[config.mk]
export PLATFORM = sky130hd
export DESIGN_NAME = calc_job_scheduler
export DESIGN_NICKNAME = d
export VERILOG_FILES = /design/src/rtl/calc_job_scheduler.sv
export SDC_FILE = /design/constraint.sdc
export NUM_CORES = 1
export LEC_CHECK = 0
export ABC_CLOCK_PERIOD_IN_PS = 1320
export CORE_MARGIN = 4
export CORE_UTILIZATION = 37
export DETAILED_ROUTE_END_ITERATION = 12
export GPL_ROUTABILITY_DRIVEN = 0
export PLACE_DENSITY_LB_ADDON = 0.05
export SLEW_MARGIN = 20
export SYNTH_ARGS = -nofsm -noshare
export SYNTH_HDL_FRONTEND = slang
export SYNTH_SLANG_ARGS = --single-unit
export TNS_END_PERCENT = 20
[constraint.sdc]
create_clock -name clk -period 1.32 [get_ports clk]
set_input_delay 0.132 -clock clk [delete_from_list [all_inputs] [get_ports clk]]
set_output_delay 0.132 -clock clk [all_outputs]
set_load 0.1 [all_outputs]
[src/rtl/calc_job_scheduler.sv]
// Round-robin scheduler sharing one combinational calculator core between two requesters.
// Optional per-requester completion counters are enabled by defining CALC_SCHED_STATS_EN.
//
// state   | meaning
// IDLE    | arbitrating, a requester may be accepted this cycle
// WAIT    | operands on the core, latency down-counter running
// RESP    | result held on the response port until out_ready
module calc_job_scheduler #(
    parameter int CALC_LAT = 1
) (
    input  logic        clk,
    input  logic        rst,
    input  logic        req0_valid,
    output logic        req0_ready,
    input  logic [2:0]  req0_opt,
    input  logic [19:0] req0_n,
    input  logic        req1_valid,
    output logic        req1_ready,
    input  logic [2:0]  req1_opt,
    input  logic [19:0] req1_n,
    output logic [2:0]  calc_opt,
    output logic [3:0]  calc_in_n0,
    output logic [3:0]  calc_in_n1,
    output logic [3:0]  calc_in_n2,
    output logic [3:0]  calc_in_n3,
    output logic [3:0]  calc_in_n4,
    input  logic [9:0]  calc_out_n,
    output logic        out_valid,
    input  logic        out_ready,
    output logic [9:0]  out_n,
    output logic        out_id,
`ifdef CALC_SCHED_STATS_EN
    output logic [15:0] job_cnt0,
    output logic [15:0] job_cnt1,
`endif
    output logic        busy
);

    typedef enum logic [1:0] {
        ST_IDLE,
        ST_WAIT,
        ST_RESP
    } state_t;

    localparam logic [3:0] LAT_LOAD = 4'(CALC_LAT);

    state_t      state;
    logic        prio;
    logic [3:0]  lat_cnt;
    logic        grant_id;
    logic        any_valid;
    logic        accept;
    logic [2:0]  sel_opt;
    logic [19:0] sel_n;

    always_comb begin
        any_valid  = req0_valid | req1_valid;
        grant_id   = (req0_valid && req1_valid) ? prio : req1_valid;
        // ready is suppressed while reset is asserted so no handshake is seen by a requester
        req0_ready = !rst && (state == ST_IDLE) && any_valid && !grant_id;
        req1_ready = !rst && (state == ST_IDLE) && any_valid && grant_id;
        accept     = req0_ready | req1_ready;
        sel_opt    = grant_id ? req1_opt : req0_opt;
        sel_n      = grant_id ? req1_n : req0_n;
    end

    assign busy = (state != ST_IDLE);

    always_ff @(posedge clk) begin
        if (rst) begin
            state      <= ST_IDLE;
            prio       <= 1'b0;
            lat_cnt    <= '0;
            calc_opt   <= '0;
            calc_in_n0 <= '0;
            calc_in_n1 <= '0;
            calc_in_n2 <= '0;
            calc_in_n3 <= '0;
            calc_in_n4 <= '0;
            out_valid  <= 1'b0;
            out_n      <= '0;
            out_id     <= 1'b0;
        end else begin
            unique case (state)
                ST_IDLE: begin
                    if (accept) begin
                        calc_opt   <= sel_opt;
                        calc_in_n0 <= sel_n[3:0];
                        calc_in_n1 <= sel_n[7:4];
                        calc_in_n2 <= sel_n[11:8];
                        calc_in_n3 <= sel_n[15:12];
                        calc_in_n4 <= sel_n[19:16];
                        out_id     <= grant_id;
                        prio       <= ~grant_id;
                        lat_cnt    <= LAT_LOAD;
                        state      <= ST_WAIT;
                    end
                end
                ST_WAIT: begin
                    if (lat_cnt == 4'd1) begin
                        out_n     <= calc_out_n;
                        out_valid <= 1'b1;
                        lat_cnt   <= '0;
                        state     <= ST_RESP;
                    end else begin
                        lat_cnt <= lat_cnt - 4'd1;
                    end
                end
                ST_RESP: begin
                    if (out_ready) begin
                        out_valid <= 1'b0;
                        state     <= ST_IDLE;
                    end
                end
                default: state <= ST_IDLE;
            endcase
        end
    end

`ifdef CALC_SCHED_STATS_EN
    always_ff @(posedge clk) begin
        if (rst) begin
            job_cnt0 <= '0;
            job_cnt1 <= '0;
        end else if (out_valid && out_ready) begin
            if (out_id) job_cnt1 <= job_cnt1 + 16'd1;
            else        job_cnt0 <= job_cnt0 + 16'd1;
        end
    end
`endif

endmodule

# ---- Yosys cells after proc, flatten, opt, wreduce, memory -nomap -nowiden
# Index checks and enable logic that the tools add are counted.
# W data, S select, Z words.
dict set report totals {
  regBits 42
  in_bits 61
}
dict set report classes {
  addsub 1
  eq_ne 6
  mux 13
  n_bitwise 3
  reduce_logical 16
}
# cell count
set op_table {}
lappend op_table {{$mux W20} 1}
lappend op_table {{$mux W4} 2}
lappend op_table {{$pmux W4 S2} 1}
lappend op_table {{$mux W2} 3}
lappend op_table {{$ne A2 B2 Y1 const B} 3}
lappend op_table {{$pmux W2 S3} 1}
lappend op_table {{$reduce_and A2 Y1} 3}
lappend op_table {{$reduce_and A3 Y1} 2}
lappend op_table {{$reduce_bool A2 Y1} 3}
lappend op_table {{$logic_and A1 B1 Y1} 5}
lappend op_table {{$eq A4 B1 Y1 const B} 1}
lappend op_table {{$sub A4 B1 Y4 const B} 1}
lappend op_table {{$mux W1} 3}
lappend op_table {{$mux W3} 1}
lappend op_table {{$eq A2 B1 Y1 const B} 1}
lappend op_table {{$eq A2 B2 Y1 const B} 1}
lappend op_table {{$logic_not A1 Y1} 2}
lappend op_table {{$logic_not A2 Y1} 1}
lappend op_table {{$or A1 B1 Y1} 2}
lappend op_table {{$pmux W1 S2} 1}
lappend op_table {{$not A1 Y1} 1}

# ---- Depth between registers and ports, before layout
dict set report depth {
  depth_word 7
  ltp_mapped 6
  depth_no_buf 5
}

# ---- Least setup slack after synthesis
# Ideal clock, no wire load.
dict set report synth_timing {
  path_kind {flip-flop to output port}
  from {register state[0]}
  to {output req1_ready}
  arrival_ps 2863
  t_required_ps 1188
  path_slack_ps -1675
  path_stages_with_launch 5
  n_path_buf 1
  path_cell_list {dfxtp_1 > nor2_4 > buf_2 > nand3_1 > nor3_1}
}
dict set report synth_between {
  elab_chain_cells 4
}
# element line
set synth_lines {}
lappend synth_lines {{start: declaration} 47} ;# state_t state;
lappend synth_lines {{start signal: assignment} 71} ;# state <= ST_IDLE;
lappend synth_lines {{start signal: assignment} 96} ;# state <= ST_WAIT;
lappend synth_lines {{start signal: assignment} 104} ;# state <= ST_RESP;
lappend synth_lines {{$logic_not A2 Y1} 61} ;# req1_ready = !rst && (state == ST_IDLE) && any_valid && grant_id;
lappend synth_lines {{$logic_and A1 B1 Y1 (3 in series)} 61}
lappend synth_lines {{end: declaration} 18} ;# output logic req1_ready,
# Every way passes these cells.

# ---- Final worst setup path
dict set report layout_timing {
  from {register state[0]}
  to {output req0_ready}
}
dict set report layout_between {
  elab_chain_cells 4
}
# element line
set layout_lines {}
lappend layout_lines {{$logic_not A2 Y1} 60} ;# req0_ready = !rst && (state == ST_IDLE) && any_valid && !grant_id;
lappend layout_lines {{$logic_and A1 B1 Y1 (3 in series)} 60}
lappend layout_lines {{end: declaration} 14} ;# output logic req0_ready,
# Every way passes these cells.

==> results.json <==
{
  "ant_nets": 0,
  "crit_arrival_ns": 1.36,
  "cp-end-kind": "output pin",
  "die_w_um": 82.7,
  "nFillCells": 372,
  "swShare_pct": 46.4,
  "antenna_found_initial": 0,
  "ys_seq_elements": 42,
  "violations": "negative setup slack",
  "post-dp-hpwl_mm": 5.19,
  "syn-num-nets": 301,
  "grt_pass1_wl_mm": 11.4,
  "final-max-slew-violation-count": 0,
  "clk_pin_slew_worst_paths_ns": 0.08,
  "rsz0062_at_grt": "yes",
  "tightest_slew_ns": 0.307,
  "yosysMostFrequentCell": "dfxtp_1",
  "pwr-share-seq_pct": 25.6,
  "ys_types": 37,
  "synth-edff-count": 0,
  "overflow": 0,
  "rows": 26,
  "setup_tns_ns": -0.835,
  "status": "finished, violations left",
  "final.min_clock_period_ns": 1.49,
  "cts_made_buffers": 5,
  "drive_above_1_share_pct": 33.8,
  "timing.rr.end": "out_n[0]$_SDFFE_PP0P_",
  "die_y_um": 82.7,
  "synthCells": 238,
  "r2r_cells": 6,
  "slew_headroom_pct": 79.3,
  "drt-total-wl_mm": 7.26,
  "yosysTopAreaCell": "dfxtp_1",
  "p_switching_w": 0.00321,
  "ys_async_sr_fraction_pct": 0,
  "ys_top_cells_by_count": "dfxtp_1, o21ai_0, nand3b_1",
  "holdPathStages": 2,
  "drtIter0Drc": 95,
  "internal-power_w": 0.00371,
  "setup_ws_ns": -0.175,
  "finalHoldViolCount": 0,
  "power_frac_comb_pct": 63.1,
  "cts.sinks": 42,
  "ys_top_cells_by_area": "dfxtp_1, a311oi_1, nand3b_1",
  "grt_usage_pct": 21.5,
  "post-place-ws_ns": -0.275,
  "fmax_ghz": 0.669,
  "cap_viol_max_count": 0,
  "r2r_setup_slack_ns": -0.05,
  "crit_type": "reg -> out",
  "setup_viol": 19,
  "synth_warnings": 0,
  "hp-start": "rst",
  "clk_latency_ns": 0.28,
  "start_util_pct": 39.4,
  "worstSetupStartpointType": "register",
  "worstHoldEndpoint": "state[1]$_SDFFE_PP0P_",
  "grt_pass1_vias": 2318,
  "core_um2": 5240,
  "critPathMaxFanout": 3,
  "syn-cell-area_um2": 2060,
  "vdd_ir_drop_max_mv": 1.61,
  "synth_top_area_share_pct": 40.8,
  "vias": 2399,
  "grt_max_degree": 25,
  "synthFlopType": "dfxtp_1",
  "drc": 0,
  "p_per_area_nw_per_um2": 1750,
  "cts.path.max_buffers": 2,
  "critPathMaxStageDelay_ns": 0.36,
  "timing.final.crit_share_pct": 113,
  "worstReg2RegStart": "lat_cnt[1]$_SDFFE_PP0P_",
  "cts_tree": "built",
  "pwr-share-clk_pct": 11.3,
  "htreeDepth": 2,
  "syn_area_per_cell_um2": 8.66,
  "ys_seq_area_share_pct": 40.8,
  "area_delta_synth_final_pct": 92.5,
  "cp_slowest_cell": "dfxtp_4",
  "path_cells": "nor2_4 > inv_2 > nor3_4 > o21a_4 > buf_12",
  "fin_skew_ns": 0.00478,
  "die-area_um2": 6830,
  "io_buffers": 98,
  "wl_per_cell_um": 17.0,
  "firstDrtPassIters": 4,
  "io-pin-count": 99,
  "diodes": 0,
  "final_nets": 421,
  "root_buffer": "clkbuf_8",
  "leakagePower_nw": 1.45,
  "cp.required_ns": 1.19,
  "hp-class": "in -> reg",
  "via_per_inst": 5.61
}
==> worst max-delay path by stage <==
stage | slack, ns | from | cells past startpoint | endpoint
6_report | -0.17 | state[0]$_SDFFE_PP0P_ | 5 | req0_ready
5_1_grt | -0.22 | state[0]$_SDFFE_PP0P_ | 5 | req0_ready
4_1_cts | -0.16 | state[0]$_SDFFE_PP0P_ | 5 | req0_ready
3_5_place_dp | -0.27 | req1_valid | 5 | calc_in_n0[2]$_SDFFE_PP0P_
3_3_place_gp | -0.24 | req1_valid | 5 | lat_cnt[2]$_SDFFE_PP0P_
2_1_floorplan | -0.37 | state[1]$_SDFFE_PP0P_ | 4 | req1_ready
==> placed cells by master (no fill, tap or decap), types with 2 or more instances in the layout <==
cell type        instances
clkdlybuf4s50_1         57
clkbuf_8                 5
inv_1                    3
buf_6                    6
nand2b_1                 2
dfxtp_2                  4
nand3b_1                24
nand3_1                 10
nor2_1                   2
clkbuf_1                 2
inv_2                    2
o21ai_0                 25
a31oi_1                 22
nand2_1                  3
buf_12                  41
o211a_1                  2
dlygate4sd2_1            2
nor3_4                   2
ha_4                     2
o21ai_2                 10
dfxtp_1                 37
a311oi_1                23
buf_4                   32
nor3_1                   2
a21oi_1                 15
==> per-layer routing <==
layer  GRT usage (%)  vias up  routed length, um
li1                -     1155                  -
met1            29.2     1163               3270
met2            34.9       75               3500
met3            4.34        6                439
met4            5.07        0                 48
met5               0        -                  0
==> worst max-delay path: cells and delay by family, from the launching register on <==
kind,cells,cell delay [ns]
buf+inv,2,0.23
flops,1,0.36
simple gates,2,0.31
compound gates,1,0.16
==> power by group through the flow <==
| stage | Clock, W | Sequential [W] | Combinational, W |
|---|---|---|---|
| floorplan | 0 | 0.00292 | 0.00117 |
| global placement | 0 | 0.00177 | 0.00392 |
| finish | 0.000781 | 0.00178 | 0.00437 |
| CTS | 0.000800 | 0.00177 | 0.00425 |
| global route | 0.000859 | 0.00180 | 0.00458 |
| detailed placement | 0 | 0.00177 | 0.00397 |
==> stage by stage <==
| step | cells | hold WS, ns | util (%) | cell area (um^2) | power, W |
|---|---|---|---|---|---|
| floorplan | 238 | 0.280 | - | 2100 | 0.00410 |
| global placement | 414 | 0.427 | 70.5 | 3690 | 0.00570 |
| detailed placement | 414 | 0.440 | 70.5 | 3690 | 0.00574 |
| CTS | 427 | 0.134 | 74.7 | 3910 | 0.00682 |
| global route | 428 | 0.149 | 75.8 | 3970 | 0.00724 |
| finish | 428 | 0.129 | 75.8 | 3970 | 0.00693 |
==> flip-flops by register name, indices dropped and copies added, names as in the netlist <==
signal / flops
lat_cnt: 4
calc_in_n0: 4
out_n: 10
calc_opt: 3
out_valid: 1
calc_in_n3: 4
calc_in_n4: 4
prio: 1
state: 2
out_id: 1
calc_in_n1: 4
calc_in_n2: 4
==> cell type report <==
cell class / instances / area (um^2) / share of cell area, %
multi-input cells: 163 / 1200 / 30.1
clock buffers: 7 / 76.3 / 1.92
flip-flops and latches: 42 / 850 / 21.4
repair buffers: 140 / 1740 / 43.8
inverters: 6 / 22.5 / 0.567
well taps: 70 / 87.6 / 2.21
==> cells by family (layout without fill, tap and decap cells) <==
| kind of cell | Yosys count | after routing | synth area share (%) |
|---|---|---|---|
| buffers and inverters | 33 | 153 | 7.46 |
| flip-flops | 42 | 42 | 40.8 |
| adder cells (fa/ha/maj) | 2 | 2 | 1.21 |
| XOR/XNOR | 1 | 1 | 0.425 |
| AND/OR/NAND/NOR | 58 | 58 | 18.9 |
| AO/OA/AOI/OAI | 102 | 102 | 31.3 |
==> what timing repair did <==
| item | in CTS | in global routing |
|---|---|---|
| gates cloned | 1 | 0 |
| buffers inserted | 5 | 1 |
| hold endpoints to repair | 0 | 0 |
| resized for setup | 38 | 14 |
| endpoints found under the setup margin | 31 | 42 |
| hold buffers | 0 | 0 |
| pin swaps | 11 | 28 |
Note: power is estimated with default switching activity, not from simulation.
